<file path="src/rtl/motor_pwm_ctrl.sv">
// Motor PWM controller: start/stop switch, inc/dec buttons, HOLD when both are held,
// period-aligned duty updates and a 7-segment readout of the commanded level.
module motor_pwm_ctrl #(
  parameter int LEVELS      = 9,
  parameter int STEP_CYCLES = 4,
  parameter int START_LEVEL = 5,
  parameter int CNT_W       = 8
) (
  input  logic       clk,
  input  logic       rst,
  input  logic       swt_start_stop,
  input  logic       swt_increase,
  input  logic       swt_decrease,
  output logic       motor_pwm,
  output logic       motor_running,
  output logic [3:0] duty_level,
  output logic [6:0] display
);

  localparam int PERIOD = LEVELS * STEP_CYCLES;

  typedef enum logic [1:0] {
    STANDBY = 2'd0,
    RUN     = 2'd1,
    HOLD    = 2'd2
  } state_t;

  state_t           state;
  logic             start_m, start_s, inc_m, inc_s, dec_m, dec_s;
  logic             inc_d, dec_d;
  logic [3:0]       level, active_level;
  logic [CNT_W-1:0] pwm_cnt;
  logic [CNT_W:0]   thresh;
  logic             inc_evt, dec_evt, wrap, pwm_next;

  always_ff @(posedge clk or posedge rst) begin
    if (rst) begin
      start_m <= 1'b0;
      start_s <= 1'b0;
      inc_m   <= 1'b0;
      inc_s   <= 1'b0;
      dec_m   <= 1'b0;
      dec_s   <= 1'b0;
      inc_d   <= 1'b0;
      dec_d   <= 1'b0;
    end else begin
      start_m <= swt_start_stop;
      start_s <= start_m;
      inc_m   <= swt_increase;
      inc_s   <= inc_m;
      dec_m   <= swt_decrease;
      dec_s   <= dec_m;
      inc_d   <= inc_s;
      dec_d   <= dec_s;
    end
  end

  assign inc_evt  = inc_s & ~inc_d;
  assign dec_evt  = dec_s & ~dec_d;
  assign wrap     = (pwm_cnt == CNT_W'(PERIOD - 1));
  assign thresh   = (CNT_W+1)'(active_level) * (CNT_W+1)'(STEP_CYCLES);
  assign pwm_next = (state == RUN) && ({1'b0, pwm_cnt} < thresh);

  // active_level only follows level at the wrap, so a period never changes duty mid-way.
  always_ff @(posedge clk or posedge rst) begin
    if (rst) begin
      state         <= STANDBY;
      level         <= 4'd0;
      active_level  <= 4'd0;
      pwm_cnt       <= '0;
      motor_pwm     <= 1'b0;
      motor_running <= 1'b0;
    end else begin
      motor_pwm <= pwm_next;
      case (state)
        STANDBY: begin
          if (start_s) begin
            state         <= RUN;
            level         <= 4'(START_LEVEL);
            active_level  <= 4'(START_LEVEL);
            pwm_cnt       <= '0;
            motor_running <= 1'b1;
          end
        end
        RUN, HOLD: begin
          if (!start_s) begin
            state         <= STANDBY;
            level         <= 4'd0;
            active_level  <= 4'd0;
            pwm_cnt       <= '0;
            motor_running <= 1'b0;
          end else begin
            pwm_cnt <= wrap ? '0 : pwm_cnt + CNT_W'(1);
            if (wrap) active_level <= level;
            if (state == RUN) begin
              if (inc_s && dec_s) begin
                state <= HOLD;
              end else if (inc_evt && !dec_s) begin
                if (level < 4'(LEVELS)) level <= level + 4'd1;
              end else if (dec_evt && !inc_s) begin
                if (level != 4'd0) level <= level - 4'd1;
              end
            end else if (!(inc_s && dec_s)) begin
              state <= RUN;
            end
          end
        end
        default: begin
          state         <= STANDBY;
          motor_running <= 1'b0;
        end
      endcase
    end
  end

  assign duty_level = level;

  // Active-low segments, bit order gfedcba.
  always_comb begin
    display = 7'b0111111;
    case (duty_level)
      4'd0: display = 7'b1000000;
      4'd1: display = 7'b1111001;
      4'd2: display = 7'b0100100;
      4'd3: display = 7'b0110000;
      4'd4: display = 7'b0011001;
      4'd5: display = 7'b0010010;
      4'd6: display = 7'b0000010;
      4'd7: display = 7'b1111000;
      4'd8: display = 7'b0000000;
      4'd9: display = 7'b0010000;
      default: display = 7'b0111111;
    endcase
  end

endmodule

</file>
<file path="config.mk">
export PLATFORM = sky130hd
export DESIGN_NAME = motor_pwm_ctrl
export DESIGN_NICKNAME = d
export VERILOG_FILES = /design/src/rtl/motor_pwm_ctrl.sv
export SDC_FILE = /design/constraint.sdc
export NUM_CORES = 1
export LEC_CHECK = 0
export ABC_AREA = 1
export CAP_MARGIN = 40
export CELL_PAD_IN_SITES_DETAIL_PLACEMENT = 1
export CELL_PAD_IN_SITES_GLOBAL_PLACEMENT = 1
export CORE_ASPECT_RATIO = 0.6
export CORE_MARGIN = 1.5
export CORE_UTILIZATION = 45
export DETAILED_ROUTE_END_ITERATION = 10
export PLACE_DENSITY = 0.92
export SLEW_MARGIN = 20
export SYNTH_ARGS = -nofsm -noshare
export SYNTH_HDL_FRONTEND = slang
export SYNTH_SLANG_ARGS = --single-unit
</file>
<file path="constraint.sdc">
create_clock -name clk -period 3.7 [get_ports clk]
set_input_delay 0.555 -clock clk [delete_from_list [all_inputs] [get_ports clk]]
set_output_delay 0.555 -clock clk [all_outputs]
set_load 0.005 [all_outputs]
</file>
==> reports/qor.txt, run 1 <==
Via Count: 1,389
Cells after Synth: 201
most frequent CP cell: inv_1
P per Cell Area: 765 nW/um^2
CP arrival: 2.10 ns
top-area cell type share of the netlist area: 42.3%
final WL: 4130 um
Mean Syn Cell Area: 8.24 um^2
final hold vios: 0
pre-CTS WS: 1.37 ns
TritonRoute pass-1 iters: 4
DR iter-0 viols: 51
Ports: 18
residual DRC count: 0
hold crit path type: reg2reg
fillers: 406
total power: 1.49 mW
mean routed wirelength per cell: 15.5 um
Seq. cell area: 701 um^2
global-route wire length before repair: 6990 um
Seq/Total Area, Yosys: 42.3%
core box area: 3380 um^2
area of the multi-input gates: 820 um^2
H-tree depth: 1
gpl congestion: 0.772
worst hold start: dec_m$_DFF_PP0_
Worst-Margin Slew: 0.576 ns
Slew Limit Fails: 0
number of buffers created by CTS: 3
Critical Path RT: 3.14 ns
clk_lat worst skew: 0.28 ns
delay of the slowest critical-path stage: 0.55 ns
status: completed
largest cells by area after synthesis: dfrtp_1 42%, ha_1 9.8%, nand2_1 9.5%
Post-CTS Resized: 0
Net Count, Synth: 220
Vias/cell: 5.20
vias in the first global route: 1,383
Die W: 81.3 um
peak supply drop: 0.497 mV
CP Capture Type: output port
pin count of the biggest net entering global routing: 16
Final min period: 2.66 ns
fin crit share: 71.8%
leakage: 0.979 nW
Ys Warns: 0
initial antenna violation count: 0
CTS tree: done
crit-path max FO: 9
Cell Area, Synth: 1660 um^2
maximum capacitance violations: 0
antenna cells: 0
flops & latches, synth: 28
sequence of cells on the critical path: inv_1 -> ha_1 -> nand2_1 -> inv_1 -> o21ai_0 -> clkdlybuf4s50_1
clock skew: 0.00790 ns
global route overflow: 0
initial core utilization: 48.9%
clock-pin slew of the registers on the worst-case setup and hold paths: 0.10 ns
post-synth top area cell: dfrtp_1
row count: 16
Final setup violation count: 0
Final nets: 242
FMAX: 377 MHz
die area: 4060 um^2
CTS sink cnt: 28
Area Overhead vs Synth: 18.0%
Antenna Nets Post-Route: 0
setup TNS: 0 ns
share of cells above drive strength 1: 8.56%
clock root buffer: clkbuf_8
IO Port Bufs: 17
RSZ-0062 raised after global routing: no
Vert. Die Dim: 50.0 um
Crit Path Class: reg2out
Worst Setup Slack, final: 1.04 ns
Final HPWL DP: 3330 um
All-Layer GR Usage: 23.1%
FF-to-FF Start: state[0]$_DFFE_PP0P_
post-synth cell types: 28
Hold Buf Count CTS: 0
Post CTS Setup Buffer Count: 0
Clock Path Buffers: 2
Crit. Startpoint: duty_level[1]$_DFFE_PP0P_
crit path launch type: register
highest-delay cell along the critical path: dfrtp_1
max_slew headroom: 61.6%
synth_stat cells:
cell type,count
a21oi_4,1
inv_1,31
xor2_1,5
ha_1,13
nand2_1,42
a21boi_0,1
nand2_2,2
o21ai_2,2
o22ai_1,1
o21ai_1,1
nor2_4,1
inv_2,2
nor3_1,1
buf_6,1
a21oi_1,6
fa_1,1
nor2_2,1
nand3_1,17
nand2_4,1
nor2_1,14
or2_2,2
o211ai_1,2
o21a_1,1
dfrtp_1,28
nand4_1,4
o21ai_0,18
and2_4,1
nand3_2,1
kinds of logic (layout without fill, tap and decap cells):
kind of cell	count (synthesis)	in the layout	share of synthesized area (%)
AOI/OAI and AO/OA	33	33	11.8
xor gates and xnor gates	5	5	2.65
adders and majority gates	14	14	11.0
buffers and inverters	34	55	8.16
DFF	28	28	42.3
and+or+nand+nor	87	87	24.0
path summary, 6_finish.rpt:
kind	endpoint	slack, ns	cells after the start
max in group asynchronous	duty_level[2]$_DFFE_PP0P_	2.60	3
min in group asynchronous	pwm_cnt[0]$_DFFE_PP0P_	0.63	2
max	display[3]	1.04	6
min reg2reg	dec_s$_DFF_PP0_	0.36	0
min	dec_s$_DFF_PP0_	0.36	0
max reg2reg	active_level[1]$_DFFE_PP0P_	1.80	8
routing by layer:
layer  wire (um)  vias up  global-route usage (%)
met1        2140      679                    34.3
met3         157        3                    4.63
met2        1820       21                    35.3
met4          14        0                    3.16
met5           0        -                       0
li1            -      686                       -
area by class of cell:
cell class	count	share of cell area [%]
multi-input combinational	139	42.0
sequential	28	35.9
timing repair buffer	18	10.1
inverter	33	6.34
tap	45	2.88
clock buffer	4	2.82
registers in the layout (all words and copies together) (netlist names), 2 cells and up:
name / count
active_level: 4
pwm_cnt: 8
duty_level: 4
state: 2
cells in the final DEF (no fill, tap or decap), types with 4 or more instances in the layout:
master / Yosys / layout
xor2_1: 5 / 5
o21ai_0: 18 / 18
clkdlybuf4s50_1: 0 / 17
nand3_1: 17 / 17
nand4_1: 4 / 4
inv_1: 31 / 31
nand2_1: 42 / 42
ha_1: 13 / 13
nor2_1: 14 / 14
a21oi_1: 6 / 6
dfrtp_1: 28 / 28
clkbuf_8: 0 / 4
power breakdown:
group / switching (mW) / internal (mW) / total [mW] / leakage (nW)
clock network: 0.0983 / 0.0955 / 0.194 / 0.0288
registers: 0.0784 / 0.377 / 0.455 / 0.356
logic: 0.487 / 0.357 / 0.844 / 0.594
per-stage QoR:
step	hold slack [ns]	area, um^2	util (%)	cells
floorplan	0.331	1660	-	201
global placement	0.333	1870	55.3	262
detailed placement	0.336	1900	56.1	263
CTS	0.359	1950	57.7	267
global route	0.369	1950	57.7	267
finish	0.357	1950	57.7	267
worst max-delay path, delay by kind of cell, from the launching register on:
family	cells	cell delay, ns
buffers and inverters	3	0.73
flip-flops	1	0.55
adder cells (fa/ha/maj)	1	0.30
AO/OA/AOI/OAI	1	0.15
AND/OR/NAND/NOR	1	0.09
(Power assumes the default switching activity.)
==> inputs of run 2 (changes only) <==
--- a/config.mk
+++ b/config.mk
@@ -11,9 +11,9 @@
 export CELL_PAD_IN_SITES_GLOBAL_PLACEMENT = 1
 export CORE_ASPECT_RATIO = 0.6
 export CORE_MARGIN = 1.5
-export CORE_UTILIZATION = 45
+export CORE_UTILIZATION = 42
 export DETAILED_ROUTE_END_ITERATION = 10
-export PLACE_DENSITY = 0.92
+export PLACE_DENSITY = 0.87
 export SLEW_MARGIN = 20
 export SYNTH_ARGS = -nofsm -noshare
 export SYNTH_HDL_FRONTEND = slang
==> constraint.sdc (replaced) <==
create_clock -name clk -period 2.8 [get_ports clk]
set_input_delay 0.42 -clock clk [delete_from_list [all_inputs] [get_ports clk]]
set_output_delay 0.42 -clock clk [all_outputs]
set_load 0.005 [all_outputs]
==> run 2 against run 1 <==
- first-iteration DRC count grew 92%
- global-route usage shrank 1.9 points
- die area grew 6.8%
- combinational power grew 32%
- wire length shrank 2.1%
- critical path depth is the same
- sequential share of layout area is essentially flat
- final area is essentially flat
- final cell count grew 0.75%
- sequential power grew 30%
- total power grew 36%
- utilization shrank 5.3 points
==> reports/qor.txt, run 2 (synthesized netlist as in run 1, its figures left out) <==
worst hold endpoint: dec_s$_DFF_PP0_
Vias/cell: 5.14
mean routed wirelength per cell: 15.0 um
Final min period: 2.54 ns
Crit Path Class: reg2out
largest reg by FF count: pwm_cnt
number of flip-flops in the largest register: 8
Ports: 18
CP arrival: 2.12 ns
most frequent cells in the layout: 42 x nand2_1, 31 x inv_1, 28 x dfrtp_1, 18 x o21ai_0
Hold Buf Count CTS: 0
gpl congestion: 0.809
GRT busiest layer: met2
Area Overhead vs Synth: 17.9%
row count: 17
met1 Use GR: 31.4%
clk_lat worst skew: 0.28 ns
FMAX: 393 MHz
hold depth: 0
fillers: 450
Final HPWL DP: 3090 um
Final nets: 242
TritonRoute pass-1 iters: 4
P per Cell Area: 1040 nW/um^2
Final setup violation count: 0
Antenna Nets Post-Route: 0
Final Core Density: 52.4%
Post-CTS Resized: 0
Slew Limit Fails: 0
CTS tree: done
final hold vios: 0
Vert. Die Dim: 51.6 um
Worst-Margin Slew: 0.499 ns
status: completed
initial antenna violation count: 0
reg-to-reg endpoint: state[0]$_DFFE_PP0P_
H-tree depth: 1
maximum capacitance violations: 0
clock root buffer: clkbuf_8
fin crit share: 90.8%
placed insts: 265
FF-to-FF Start: state[0]$_DFFE_PP0P_
leakage: 0.978 nW
number of buffers created by CTS: 3
hold crit path type: reg2reg
Final Instance Count excl. Fillers: 269
crit-path max FO: 8
core box area: 3720 um^2
CTS sink cnt: 28
vias in the first global route: 1,396
Clock Path Buffers: 2
global-route wire length before repair: 7020 um
Via Count: 1,383
Critical Path RT: 2.38 ns
peak supply drop: 0.501 mV
final WL: 4050 um
Post CTS Setup Buffer Count: 0
antenna cells: 0
Die W: 84.1 um
worst hold start: dec_m$_DFF_PP0_
Reg2Reg Depth: 9
clock skew: 0.00490 ns
share of cells above drive strength 1: 8.56%
pin count of the biggest net entering global routing: 29
CP Capture Type: output port
clock-pin slew of the registers on the worst-case setup and hold paths: 0.10 ns
crit path launch type: register
max_slew headroom: 66.4%
RSZ-0062 raised after global routing: no
residual DRC count: 0
initial core utilization: 44.5%
All-Layer GR Usage: 21.2%
IO Port Bufs: 17
met2 Usage GRT: 32.3%
most common cell after layout, fill and taps aside: nand2_1
die area: 4340 um^2
GRT met3 Usage: 3.65%
setup TNS: 0 ns
DR iter-0 viols: 98
r2r setup slk: 0.88 ns
global route overflow: 0
[run 2: cell count changes in the layout (fill, tap and decap cells not counted), sizes merged]
cell,delta
bufinv,+1
clkbuf,-1
[run 2: layout make-up]
| class | count | area (um^2) | area share, % |
|---|---|---|---|
| multi-input combinational | 139 | 820 | 42.0 |
| timing repair buffer | 18 | 178 | 9.10 |
| inverter | 33 | 124 | 6.35 |
| clock inverter | 1 | 30.0 | 1.54 |
| sequential | 28 | 701 | 35.9 |
| tap | 47 | 58.8 | 3.01 |
| clock buffer | 3 | 41.3 | 2.12 |
[run 2: critical path, cell delays in order (launching register included)]
cell and delay, ns:
dfrtp_1 0.50, inv_1 0.18, ha_1 0.34, nand2_1 0.09, inv_1 0.04, o21ai_0 0.17
clkdlybuf4s50_1 0.54
[run 2: through the flow]
stage,power (mW),cell area [um^2],hold slack [ns],worst slack (ns)
floorplan,1.29,1660,0.331,1.18
global placement,1.66,1880,0.333,0.707
detailed placement,1.70,1880,0.347,0.573
CTS,2.04,1950,0.371,0.247
global route,2.21,1950,0.374,0.0825
finish,2.03,1950,0.366,0.256
[run 2: worst max-delay path by stage]
stage	from	endpoint	slack, ns	cells past startpoint
6_report	duty_level[0]$_DFFE_PP0P_	display[3]	0.26	6
5_1_grt	duty_level[0]$_DFFE_PP0P_	display[3]	0.08	6
4_1_cts	duty_level[0]$_DFFE_PP0P_	display[3]	0.25	6
3_5_place_dp	duty_level[0]$_DFFE_PP0P_	display[3]	0.57	6
3_3_place_gp	duty_level[0]$_DFFE_PP0P_	display[3]	0.71	6
2_1_floorplan	state[0]$_DFFE_PP0P_	duty_level[0]$_DFFE_PP0P_	1.18	11
[run 2: report_power, final]
part           switching [mW]  total (mW)  internal [mW]
Clock                   0.131       0.323          0.192
Combinational           0.644        1.11          0.469
Sequential             0.0920       0.590          0.498
Total                   0.867        2.03           1.16
[run 2: metal layers]
metal  share of wire, %  routed length, um
met1                 51               2060
met2                 41               1680
met3                6.5                264
met4                1.1                 46
met5                  0                  0
